--- src/rtl/unlock_code_tx.sv ---
// unlock_code_tx: serial pattern transmitter for the pattern-unlock path.
// Sends code_reg MSB first, one bit per clock, repeated a programmable number
// of times with a fixed idle gap between copies, under a start/busy/done
// handshake.
module unlock_code_tx #(
    parameter int CODE_W = 3,
    parameter int GAP    = 2,
    parameter int REP_W  = 3
) (
    input  logic              clk,
    input  logic              rst,
    input  logic              start,
    input  logic [CODE_W-1:0] code_in,
    input  logic [REP_W-1:0]  reps,
    output logic              out,
    output logic              valid,
    output logic              busy,
    output logic              done
);

    localparam int BW = (CODE_W > 1) ? $clog2(CODE_W) : 1;
    localparam int GW = (GAP > 1) ? $clog2(GAP) : 1;

    localparam logic [BW-1:0]    BIT_LOAD = BW'(CODE_W - 1);
    localparam logic [GW-1:0]    GAP_LOAD = (GAP > 0) ? GW'(GAP - 1) : '0;
    localparam logic [REP_W-1:0] REP_ONE  = REP_W'(1);

    typedef enum logic [1:0] {
        ST_IDLE,
        ST_SEND,
        ST_GAP,
        ST_DONE
    } state_t;

    state_t            state, state_n;
    logic [CODE_W-1:0] code_reg, code_n;
    logic [BW-1:0]     bit_idx, bit_n;
    logic [REP_W-1:0]  rep_left, rep_n;
    logic [GW-1:0]     gap_cnt, gap_n;
    logic              out_n, valid_n, busy_n, done_n;

    // State, counters and registered outputs; reset abandons any transfer.
    always_ff @(posedge clk) begin
        if (rst) begin
            state    <= ST_IDLE;
            code_reg <= '0;
            bit_idx  <= '0;
            rep_left <= '0;
            gap_cnt  <= '0;
            out      <= 1'b0;
            valid    <= 1'b0;
            busy     <= 1'b0;
            done     <= 1'b0;
        end else begin
            state    <= state_n;
            code_reg <= code_n;
            bit_idx  <= bit_n;
            rep_left <= rep_n;
            gap_cnt  <= gap_n;
            out      <= out_n;
            valid    <= valid_n;
            busy     <= busy_n;
            done     <= done_n;
        end
    end

    // Next-state and counter updates; outputs are decoded from the next
    // state so that the registered outputs line up with the state they describe.
    always_comb begin
        state_n = state;
        code_n  = code_reg;
        bit_n   = bit_idx;
        rep_n   = rep_left;
        gap_n   = gap_cnt;

        case (state)
            ST_IDLE, ST_DONE: begin
                if (start) begin
                    code_n  = code_in;
                    rep_n   = (reps == '0) ? REP_ONE : reps;
                    bit_n   = BIT_LOAD;
                    state_n = ST_SEND;
                end else begin
                    state_n = ST_IDLE;
                end
            end
            ST_SEND: begin
                if (bit_idx != '0) begin
                    bit_n = bit_idx - 1'b1;
                end else if (rep_left > REP_ONE) begin
                    rep_n = rep_left - 1'b1;
                    bit_n = BIT_LOAD;
                    if (GAP == 0) begin
                        state_n = ST_SEND;
                    end else begin
                        state_n = ST_GAP;
                        gap_n   = GAP_LOAD;
                    end
                end else begin
                    state_n = ST_DONE;
                end
            end
            ST_GAP: begin
                if (gap_cnt == '0) begin
                    state_n = ST_SEND;
                end else begin
                    gap_n = gap_cnt - 1'b1;
                end
            end
            default: state_n = ST_IDLE;
        endcase

        out_n   = (state_n == ST_SEND) ? code_n[bit_n] : 1'b0;
        valid_n = (state_n == ST_SEND);
        busy_n  = (state_n == ST_SEND) || (state_n == ST_GAP);
        done_n  = (state_n == ST_DONE);
    end

endmodule

--- config.mk ---
export PLATFORM = sky130hd
export DESIGN_NAME = unlock_code_tx
export DESIGN_NICKNAME = d
export VERILOG_FILES = /design/src/rtl/unlock_code_tx.sv
export SDC_FILE = /design/constraint.sdc
export NUM_CORES = 1
export LEC_CHECK = 0
export ABC_CLOCK_PERIOD_IN_PS = 2400
export CORE_ASPECT_RATIO = 1.25
export CORE_MARGIN = 5
export CORE_UTILIZATION = 40
export DETAILED_ROUTE_END_ITERATION = 6
export SLEW_MARGIN = 0
export SYNTH_ARGS = -nofsm -noshare
export SYNTH_HDL_FRONTEND = slang
export SYNTH_SLANG_ARGS = --single-unit
--- constraint.sdc ---
create_clock -name clk -period 2.4 [get_ports clk]
set_clock_uncertainty 0.1 [all_clocks]
set_input_delay 0.48 -clock clk [delete_from_list [all_inputs] [get_ports clk]]
set_output_delay 0.48 -clock clk [all_outputs]
set_load 0.03 [all_outputs]
==> reports/metrics.cfg <==
[detailed_routing]
dr.pass1.iters = 2
drtIter0Drc = 7
via_per_inst = 5.357
post_drt_wl_per_cell_um = 12.50
antenna_left = 0
drc = 0
vias = 675
totalWireLength_um = 1575

[sta]
tightest_slew_ns = 0.5718
rsz0062_at_grt = no
tns_ns = 0
period_needed_ns = 2.220
slew_violations = 0
finalSetupViolations = 0
finalHoldViolCount = 0
whs_ns = 0.3957
fmax_mhz = 450.4
setup_ws_ns = 0.1800
slew_headroom = 0.6176
fin_crit_sh = 0.9250

[setup_path]
crit_chain = inv_1 > ha_1 > o21ba_4 > nor2_2 > mux2_2 > a221oi_1 > nor2_1 > ha_1 > inv_1 > a311oi_2
critPathKind = flip-flop to flip-flop
crit_fanout = 5
critPathRequiredTime_ns = 2.44
path_buf_inv = 2
critPathMaxStageDelay_ns = 0.38
crit_slowest_cell = dfxtp_1
arrival_ns = 2.26
crit_family = compound AO/OA/AOI/OAI gates
cp-end-kind = flip-flop
worstSetupStartpointType = flip-flop

[yosys]
synthTopCellsByArea = dfxtp_1 (36%), ha_1 (11%), nor2_1 (4.5%)
ys_seq_area_frac = 0.3636
syn-num-nets = 106
yosysMostFrequentCell = dfxtp_1
synthDistinctLibCells = 34
synthArstFlopShare = 0
synthTopCellsByCount = dfxtp_1 (15), nor2_1 (10), ha_1 (7), inv_1 (7), nand2_1 (6)
muxShareOfSynthArea = 0.06515
yosysTopAreaCellShare = 0.3636
synth-edff-count = 0
synth_seq_cells = 15
synth_xor_xnor_area_share = 0
synth_compound_area_frac = 0.2197
netlist_area_um2 = 825.8
synth_top_cell_by_area = dfxtp_1
syn_inst = 90
synth_top_family_by_area = compound AO/OA/AOI/OAI gates
avgSynthCellArea_um2 = 9.175
synthAdderAreaFrac = 0.1061
ys.flop_type = dfxtp_1
synthSimpleGateAreaFrac = 0.2030
yosysWarningCount = 0

[hold_path]
min_path_type = flip-flop to flip-flop

[clock_tree]
clk_pin_slew_ns = 0.09
cts-buffers-inserted = 3
cts_tree = yes
cts_hold_repair.buffers = 0
h-tree-depth = 1
clk_latency_ns = 0.28
cts_root_buf = clkbuf_4
clkSinkCount = 15
clock_path_buffers = 2

[floorplan]
chipWidth_um = 50.64
ios = 13
fp.dieH_um = 60.80
initial_utilization = 0.4167
core_region_area_um2 = 1982
rows = 18
die_area_um2 = 3079

[place]
dp_slack_ns = 0.1453
place.port_buffers = 12
dp.cells = 122
placed_area_um2 = 977.2
hpwl_um = 1218
gp_congestion = 0.7938

[global_route]
grt_max_degree = 16
grt_antenna_before_repair = 0
grt_overflow = 0
grt_use_total = 0.1216
grt_pass1_wl_um = 2842
grt_pass1_vias = 684

[cells_and_area]
finalInstanceArea_um2 = 1010
area_growth_pct = 22.27
nFillCells = 191
seq_area_um2 = 300.3
n_antenna_cell = 0
final_nets = 123
multiInputGateArea_um2 = 496.7
layoutNonFillerInstCount = 126
drive_gt1_frac = 0.1604
finish.utilization = 0.5095

[pwr]
power_mw = 0.6929
p_leak_nw = 0.4133
ir_worst_vdd_mv = 0.3507
p_per_area_nw_per_um2 = 686.2

[status]
outcome = completed

[run]
cap_violations = 0

## final timing paths
path	startpoint	end	slack, ns	cells past startpoint
setup / recovery	rep_left[1]	out	0.18	10
hold / removal	code_reg[2]	code_reg[2]	0.40	2
setup reg to reg	rep_left[1]	out	0.18	10
hold reg to reg	code_reg[2]	code_reg[2]	0.40	2
## cells by family after synthesis
kind of cell	after synthesis
compound gates	22
fa+ha+maj	7
buf+inv	9
flops	15
mux	5
simple gates	32
## metal layers
layer  share of wire  up-vias  routed length, µm  GRT usage
met3           0.036        2                 56    0.03194
met2            0.50       10                786     0.2039
li1                -      349                  -          -
met1            0.45      314                715     0.1407
met5               0        -                  0          0
met4           0.011        0                 17    0.06569
## area by class of cell
cell class | instances | area share
multi-input combinational | 66 | 0.4919
tap | 20 | 0.02478
inverter | 7 | 0.02602
sequential | 15 | 0.2974
timing repair buffer | 14 | 0.1338
clock buffer | 4 | 0.02602
## layout by cell type, fill, tap and decap left out, types with 2 or more instances in the layout
cell and n:
a211oi_1 2, a21o_1 3, a21oi_1 2, buf_4 2
clkbuf_4 3, clkdlybuf4s50_1 12, dfxtp_1 15, ha_1 7
inv_1 7, mux2_2 3, mux2i_1 2, nand2_1 6
nand3_1 2, nor2_1 10, nor2b_1 4, o211ai_1 2
o21ai_0 2, or3_1 2, or3_2 2
## tightest hold or removal path, cell delays in order, from the launching register on
cell	delay, ns
dfxtp_1	0.32
mux2i_1	0.07
nor2_1	0.08
## report_power, final
group	switching [mW]	leakage (nW)	internal, mW
clock network	0.0792	0.0150	0.0644
logic	0.130	0.275	0.120
registers	0.0210	0.123	0.278
total	0.230	0.413	0.463
## what timing repair did
item	4_1_cts	5_1_grt
gates resized for setup	0	2
setup buffers	0	0
setup endpoints to repair	0	1
Note: power is estimated with default switching activity, not from simulation.
